--- src/rtl/pcm_pkg.sv ---
// Shared types and constants for the PCM deframing path.
package pcm_pkg;

  typedef enum logic [1:0] {
    HUNT,
    PAYLOAD,
    SYNC_CHECK
  } pcm_state_t;

  localparam int PCM_LOG_W = 8;
  localparam int PCM_LIN_W = 13;

  localparam logic [PCM_LOG_W-1:0] DEF_SYNC_WORD = 8'h9B;

endpackage

--- src/rtl/pcm_bit_shifter.sv ---
// Serial-in/parallel-out byte window with a bit counter that flags each completed byte.
module pcm_bit_shifter
  import pcm_pkg::*;
(
  input  logic                 clk,
  input  logic                 rst_n,
  input  logic                 bit_in,
  input  logic                 bit_valid,
  input  logic                 hold_cnt,
  output logic [PCM_LOG_W-1:0] nxt,
  output logic                 byte_done
);

  // Only the seven most recent bits need storing; the incoming bit completes the byte window.
  logic [PCM_LOG_W-2:0] hist;
  logic [2:0]           cnt;

  assign nxt       = {hist, bit_in};
  assign byte_done = bit_valid && (cnt == 3'd7);

  always_ff @(posedge clk or negedge rst_n) begin
    if (!rst_n) begin
      hist <= '0;
      cnt  <= '0;
    end else if (bit_valid) begin
      hist <= nxt[PCM_LOG_W-2:0];
      cnt  <= hold_cnt ? 3'd0 : cnt + 3'd1;
    end
  end

endmodule

--- src/rtl/pcm_deframer.sv ---
// Frame-sync hunter and payload slicer between the FSK bit recovery and the PCM expander.
module pcm_deframer
  import pcm_pkg::*;
#(
  parameter logic [PCM_LOG_W-1:0] SYNC_WORD  = DEF_SYNC_WORD,
  parameter int                   N_SLOTS    = 4,
  parameter int                   MISS_LIMIT = 3,
  localparam int                  SLOT_W     = (N_SLOTS > 1) ? $clog2(N_SLOTS) : 1
) (
  input  logic                 clk,
  input  logic                 rst_n,
  input  logic                 bit_in,
  input  logic                 bit_valid,
  output logic [PCM_LOG_W-1:0] pcmlog,
  output logic                 pcm_valid,
  output logic [SLOT_W-1:0]    slot_idx,
  output logic                 locked,
  output logic                 sync_loss
);

  pcm_state_t           state;
  logic [SLOT_W-1:0]    slot_cnt;
  logic [3:0]           miss;
  logic [PCM_LOG_W-1:0] nxt;
  logic                 byte_done;

  // Bit counter is pinned at zero while hunting so the first payload bit after sync is bit 0.
  pcm_bit_shifter u_shifter (
    .clk       (clk),
    .rst_n     (rst_n),
    .bit_in    (bit_in),
    .bit_valid (bit_valid),
    .hold_cnt  (state == HUNT),
    .nxt       (nxt),
    .byte_done (byte_done)
  );

  always_ff @(posedge clk or negedge rst_n) begin
    if (!rst_n) begin
      state     <= HUNT;
      slot_cnt  <= '0;
      miss      <= '0;
      pcmlog    <= '0;
      pcm_valid <= 1'b0;
      slot_idx  <= '0;
      locked    <= 1'b0;
      sync_loss <= 1'b0;
    end else begin
      pcm_valid <= 1'b0;
      sync_loss <= 1'b0;
      if (bit_valid) begin
        case (state)
          HUNT: begin
            // Sliding search on every bit, so overlapping candidates are caught.
            if (nxt == SYNC_WORD) begin
              state    <= PAYLOAD;
              slot_cnt <= '0;
              miss     <= '0;
              locked   <= 1'b1;
            end
          end
          PAYLOAD: begin
            if (byte_done) begin
              pcmlog    <= nxt;
              slot_idx  <= slot_cnt;
              pcm_valid <= 1'b1;
              if (slot_cnt == SLOT_W'(N_SLOTS - 1)) begin
                slot_cnt <= '0;
                state    <= SYNC_CHECK;
              end else begin
                slot_cnt <= slot_cnt + SLOT_W'(1);
              end
            end
          end
          SYNC_CHECK: begin
            if (byte_done) begin
              if (nxt == SYNC_WORD) begin
                miss  <= '0;
                state <= PAYLOAD;
              end else if (int'(miss) + 1 < MISS_LIMIT) begin
                // Flywheel: ride through an isolated bad sync word.
                miss  <= miss + 4'd1;
                state <= PAYLOAD;
              end else begin
                miss      <= '0;
                state     <= HUNT;
                locked    <= 1'b0;
                sync_loss <= 1'b1;
              end
            end
          end
          default: begin
            state  <= HUNT;
            locked <= 1'b0;
          end
        endcase
      end
    end
  end

endmodule

--- config.mk ---
export PLATFORM = sky130hd
export DESIGN_NAME = pcm_deframer
export DESIGN_NICKNAME = d
export VERILOG_FILES = /design/src/rtl/pcm_pkg.sv /design/src/rtl/pcm_bit_shifter.sv /design/src/rtl/pcm_deframer.sv
export SDC_FILE = /design/constraint.sdc
export NUM_CORES = 1
export LEC_CHECK = 0
export BUFFER_PORTS_ARGS = -buffer_cell sky130_fd_sc_hd__buf_4
export CORE_UTILIZATION = 64
export CTS_BUF_LIST = sky130_fd_sc_hd__clkbuf_8
export CTS_CLUSTER_DIAMETER = 120
export DETAILED_ROUTE_END_ITERATION = 6
export GPL_ROUTABILITY_DRIVEN = 0
export PLACE_DENSITY_LB_ADDON = 0.05
export REMOVE_ABC_BUFFERS = 1
export SLEW_MARGIN = 20
export SYNTH_ARGS = -nofsm -noshare
export SYNTH_HDL_FRONTEND = slang
export SYNTH_HIERARCHICAL = 1
export SYNTH_SLANG_ARGS = --single-unit
--- constraint.sdc ---
create_clock -name clk -period 3.3 [get_ports clk]
set_input_delay 0.66 -clock clk [delete_from_list [all_inputs] [get_ports clk]]
set_output_delay 0.66 -clock clk [all_outputs]
set_load 0.05 [all_outputs]
After elaboration in Yosys (flattened, before gate mapping)
Cells that the tools add are included.

word-level totals
  bits in registers = 31
  bits of input ports = 4
  output and inout bits = 13
  logic and storage cells = 66

cells by class
  add/sub/neg operators = 4
  magnitude comparators = 1
  equal/unequal tests = 11
  mux-type cells = 30
  bitwise gates (word level) = 1
  reductions and logical operators = 9

operator list
  cell                                                                          count
  4-bit 2-to-1 mux                                                              4
  1-bit 2-to-1 mux                                                              14
  2-bit 2-to-1 mux                                                              7
  2-bit inequality test, second input constant                                  6
  8-bit equality test, second input constant                                    1
  4-bit case mux with 2 select lines                                            1
  4-bit AND reduction                                                           2
  2-bit case mux with 3 select lines                                            1
  6-bit AND reduction                                                           1
  4-bit by 1-bit adder with 5-bit output, second input constant                 1
  5-bit by 2-bit less-than comparator with 1-bit output, second input constant  1
  5-bit AND reduction                                                           1
  4-bit by 1-bit adder with 4-bit output, second input constant                 1
  2-bit equality test, second input constant                                    2
  2-bit case mux with 2 select lines                                            1
  2-bit nonzero test                                                            2
  3-bit by 1-bit adder with 3-bit output, second input constant                 1
  3-bit equality test, second input constant                                    1
  3-bit 2-to-1 mux                                                              1
  1-bit case mux with 3 select lines                                            1
  3-bit AND reduction                                                           1
  2-bit by 1-bit adder with 2-bit output, second input constant                 1
  2-bit by 1-bit equality test with 1-bit output, second input constant         1
  2-bit logical NOT                                                             1
  other kinds (2)                                                               2

Depth between registers and ports, before layout
  word-level depth = 7
  mapped depth = 8
  mapped depth without buffers = 7

By module
Netlist, hierarchy kept.

by module, submodules not included
  module           times used  cells each  area an instance (um^2)  sequential area each (um^2)
  pcm_deframer     1           80          985.9                    525.5
  pcm_bit_shifter  1           27          429.2                    250.2

Worst setup path before layout
OpenSTA, ideal clock, no wires.

  path kind = input to register
  from = in bit_valid
  to = reg pcmlog[0]
  library setup time = 0.125 ns
  data arrival time = 1.787 ns
  data required time = 3.175 ns
  slack = 1.388 ns
  stages on the path = 6
  buffers on the path = 3
  cells stage by stage = buf_6 and2_2 clkbuf_1 nand3_1 buf_2 mux2_2

between the ends
  cells in the longest elaborated chain, start to end = 2

RTL lines
  item                           RTL line               source
  start, declared                pcm_deframer.sv:13     input logic bit_valid,
  1-bit logical AND              pcm_bit_shifter.sv:19  assign byte_done = bit_valid && (cnt == 3'd7);
  named net byte_done            pcm_deframer.sv:25     logic byte_done;
  3-bit AND reduction (no line)  --
  end signal, assigned           pcm_deframer.sv:64     pcmlog <= nxt;
  end, declared                  pcm_deframer.sv:14     output logic [PCM_LOG_W-1:0] pcmlog,

The timed path passes the listed nets, and every way through them passes these cells.
A chain may end at the register's enable or synchronous reset.

Worst setup path after layout
  from = reg u_shifter.cnt[0]
  to = reg slot_idx[1]

between the ends
  cells in the longest elaborated chain, start to end = 3

RTL lines
  item                           RTL line               source
  start, declared                pcm_bit_shifter.sv:16  logic [2:0] cnt;
  start signal, assigned         pcm_bit_shifter.sv:27  cnt <= hold_cnt ? 3'd0 : cnt + 3'd1;
  3-bit equality test            pcm_bit_shifter.sv:19
  1-bit logical AND              pcm_bit_shifter.sv:19
  named net byte_done            pcm_deframer.sv:25
  3-bit AND reduction (no line)  --
  end signal, assigned           pcm_deframer.sv:65     slot_idx <= slot_cnt;
  end, declared                  pcm_deframer.sv:16     output logic [SLOT_W-1:0] slot_idx,

The timed path passes the listed nets, and every way through them passes these cells.

==> results_tabular.tex <==
\begin{tabular}{lr}
\hline
Metric & Value \\
\hline
\multicolumn{2}{l}{\textbf{Yosys}} \\
Async SR Flop Fraction & 100\% \\
Cells taking the most area after synthesis & sky130\_fd\_sc\_hd\_\_dfrtp\_1 55\%, sky130\_fd\_sc\_hd\_\_mux2\_2 14\%, sky130\_fd\_sc\_hd\_\_ha\_1 3.5\%, sky130\_fd\_sc\_hd\_\_a2111oi\_4 1.9\%, sky130\_fd\_sc\_hd\_\_nor2b\_1 1.8\% \\
Part of the Yosys area used for sequential elements & 54.8\% \\
Cell taking the most area after synthesis & sky130\_fd\_sc\_hd\_\_dfrtp\_1 \\
Synthesis Warnings & 6 \\
FF+latch count, synth & 31 \\
Library cell with the highest instance count after synthesis & sky130\_fd\_sc\_hd\_\_dfrtp\_1 \\
Average cell area after synthesis & 13.2 um2 \\
Number of enable-type register cells in the synthesized netlist & 0 \\
Cells after synthesis & 107 \\
Post-synth top cells & 31 x sky130\_fd\_sc\_hd\_\_dfrtp\_1, 18 x sky130\_fd\_sc\_hd\_\_mux2\_2 \\
Number of unique standard cell types used by synthesis & 35 \\
Most frequently used flop master after synthesis & sky130\_fd\_sc\_hd\_\_dfrtp\_1 \\
Top cell type's share of synthesized area & 54.8\% \\
Synth Cell Area & 1420 um2 \\
\multicolumn{2}{l}{\textbf{CTS}} \\
Post-CTS setup-driven buffer insertion count & 0 \\
Cts bufs inserted & 5 \\
CTS tree & built \\
Buffer levels on the longest clock path & 2 \\
Post-CTS clock slew at the launch and capture registers of the worst setup and hold paths & 60 ps \\
H-tree depth & 2 \\
Number of sinks on the clock net & 31 \\
CTS root buffer & sky130\_fd\_sc\_hd\_\_clkbuf\_8 \\
Post-cts gate resize count & 0 \\
Count of hold-fix buffers inserted at cts & 0 \\
Latest clock arrival within the worst-skew pair & 280 ps \\
\multicolumn{2}{l}{\textbf{Die}} \\
Overall die width & 49.0 um \\
Die extent in y & 49.0 um \\
Initial Util & 70.0\% \\
Row count & 16 \\
Count of boundary I/O pins & 17 \\
Core area & 2020 um2 \\
Die footprint & 2400 um2 \\
\multicolumn{2}{l}{\textbf{Final layout}} \\
Total of fill cells in the finished design & 120 \\
Final-stage net count & 133 \\
Syn-to-layout area delta & 15.7\% \\
Layout cell share with drive strength beyond 1 & 38.1\% \\
Cell Count, Final, Fillers Out & 153 \\
Number of diodes added for antenna fixing & 0 \\
\multicolumn{2}{l}{\textbf{Global route}} \\
Global-route wire length before repair & 4190 um \\
Number of global-route vias before repair & 897 \\
Tot GR Track Use & 23.9\% \\
Remaining global-route overflow & 0 \\
Maximum number of pins on one net before global-route repair & 32 \\
Number of antenna violations at the first check in global routing & 0 \\
\multicolumn{2}{l}{\textbf{Setup path}} \\
Worst reg2reg startpoint & u\_shifter/cnt[0]\$\_DFFE\_PN0P\_ \\
CP Class & reg2reg \\
Endpoint arrival time on the critical path & 2070 ps \\
Worst-case register-to-register setup slack & 1390 ps \\
Data required time at the worst endpoint & 3460 ps \\
Depth of the worst register-to-register path & 5 \\
Endpoint kind of the worst setup timing path & flop \\
Maximum fanout count along the critical path & 11 \\
Worst reg2reg path endpoint & slot\_idx[1]\$\_DFFE\_PN0P\_ \\
Startpoint kind of the worst setup timing path & flop \\
\multicolumn{2}{l}{\textbf{Placed design}} \\
Port Buffer Count & 16 \\
Placed wire-length estimate & 1620 um \\
Cell total after placement & 145 \\
\multicolumn{2}{l}{\textbf{STA}} \\
Relative slew margins & 66.5\% \\
Transition time of the tightest slew-check pin & 500 ps \\
Maximum achievable frequency & 0.523 GHz \\
Final worst clock skew & 2.08 ps \\
Final clock period utilization by the worst path & 57.9\% \\
Total negative slack & 0 ps \\
Setup repair after global routing missed its margin & false \\
Clock period minus worst slack & 1910 ps \\
Number of failing hold endpoints at the final stage & 0 \\
Count of pins over their slew limit & 0 \\
Total of endpoints with negative setup slack in the final report & 0 \\
\multicolumn{2}{l}{\textbf{Worst hold path}} \\
Tightest Hold Check Type & in2async \\
\multicolumn{2}{l}{\textbf{Power and ir drop}} \\
PwrDens & 855 nW/um2 \\
Worst ir drop on vdd & 0.698 mV \\
Leak pwr & 0.785 nW \\
\multicolumn{2}{l}{\textbf{Detailed routing}} \\
DRC violation count after routing & 0 \\
Average vias per placed instance & 5.68 \\
First-pass iteration count of the detailed router & 4 \\
Overall via count from detail\_route & 869 \\
Final ANT Viol Nets & 0 \\
Avg WL per Cell & 15.5 um \\
Iteration-0 DRC count of the detailed router & 6 \\
Aggregate routed wire length & 2370 um \\
\multicolumn{2}{l}{\textbf{Run}} \\
Number of max-cap violations & 0 \\
\multicolumn{2}{l}{\textbf{Status}} \\
Run status & completed \\
\hline
\end{tabular}
sequential cells by signal (all words and copies together) (netlist names):
name,cells
miss,4
slot_idx,2
pcm_valid,1
u_shifter/hist,7
state,2
u_shifter/cnt,3
slot_cnt,2
pcmlog,8
sync_loss,1
locked,1
report_power, final:
group | internal (W) | leakage (nW) | switching [W] | total, W
registers | 0.000489 | 0.388 | 0.0000863 | 0.000575
logic | 0.000194 | 0.342 | 0.000315 | 0.000509
clock network | 0.000187 | 0.0557 | 0.000130 | 0.000317
total | 0.000870 | 0.785 | 0.000531 | 0.00140
cell usage in the layout, fill, tap and decap left out, types with 2 or more instances in the layout:
cell type	count
sky130_fd_sc_hd__nand2_1	4
sky130_fd_sc_hd__clkbuf_8	7
sky130_fd_sc_hd__nor2_1	2
sky130_fd_sc_hd__nand4bb_1	2
sky130_fd_sc_hd__and2_2	2
sky130_fd_sc_hd__a22o_2	2
sky130_fd_sc_hd__o21ai_0	4
sky130_fd_sc_hd__nand3_1	2
sky130_fd_sc_hd__dfrtp_1	31
sky130_fd_sc_hd__o31ai_1	2
sky130_fd_sc_hd__a31oi_1	2
sky130_fd_sc_hd__ha_1	4
sky130_fd_sc_hd__a22o_1	2
sky130_fd_sc_hd__inv_1	5
sky130_fd_sc_hd__mux2_2	18
sky130_fd_sc_hd__buf_4	16
sky130_fd_sc_hd__nand2b_1	2
sky130_fd_sc_hd__nor2b_1	4
how the worst max path moves through the flow:
stage / start / end / slack (ps) / depth (start not counted)
6_report: u_shifter/cnt[0]$_DFFE_PN0P_ / slot_idx[1]$_DFFE_PN0P_ / 1390 / 5
5_1_grt: u_shifter/cnt[0]$_DFFE_PN0P_ / state[1]$_DFFE_PN0P_ / 1280 / 6
4_1_cts: u_shifter/cnt[0]$_DFFE_PN0P_ / slot_idx[0]$_DFFE_PN0P_ / 1360 / 5
3_5_place_dp: bit_valid / pcmlog[2]$_DFFE_PN0P_ / 1230 / 4
3_3_place_gp: bit_valid / pcmlog[6]$_DFFE_PN0P_ / 1250 / 4
2_1_floorplan: u_shifter/cnt[0]$_DFFE_PN0P_ / pcmlog[0]$_DFFE_PN0P_ / 1560 / 5
metal layers:
metal | vias to the layer above | share of wire (%) | global-route usage, %
met1 | 423 | 46 | 29.7
met3 | 6 | 3.8 | 6.54
met2 | 20 | 48 | 39.8
li1 | 420 | - | -
met5 | - | 0 | 0
met4 | 0 | 1.6 | 8.82
critical path, stage by stage, from the launching register on:
cell and delay, ps:
sky130_fd_sc_hd__dfrtp_1 390, sky130_fd_sc_hd__ha_1 200, sky130_fd_sc_hd__ha_1 180, sky130_fd_sc_hd__and2_2 220, sky130_fd_sc_hd__nand3_1 410, sky130_fd_sc_hd__mux2_2 400
area by class of cell:
cell class                 count  area, um2  area share (%)
sequential                    31        776            47.4
timing repair buffer          16        120            7.33
inverter                       4       15.0           0.917
clock inverter                 1       3.75           0.229
clock buffer                   7       96.3            5.88
multi-input combinational     67        593            36.2
tap                           27       33.8            2.06
cells by family (layout without fill, tap and decap cells):
logic type	count (synthesis)	count (layout)	share of synthesized area, %
buf+inv	9	28	3.27
mux	20	20	15.8
flops	31	31	54.8
compound gates	18	18	10.7
simple gates	25	25	11.8
fa+ha+maj	4	4	3.54
per-stage QoR:
step                      utilization, %  worst slack [ps]  hold slack (ps)  total power, W  cell area, um2
after floorplan                        -              1560              364        0.000926            1380
after global placement              76.1              1250              491         0.00106            1540
after detailed placement            76.1              1230              499         0.00109            1540
after CTS                           81.0              1360              312         0.00141            1640
after global routing                81.0              1280              332         0.00147            1640
final                               81.0              1390              296         0.00140            1640
No activity file was read; power rests on OpenSTA's default activity.
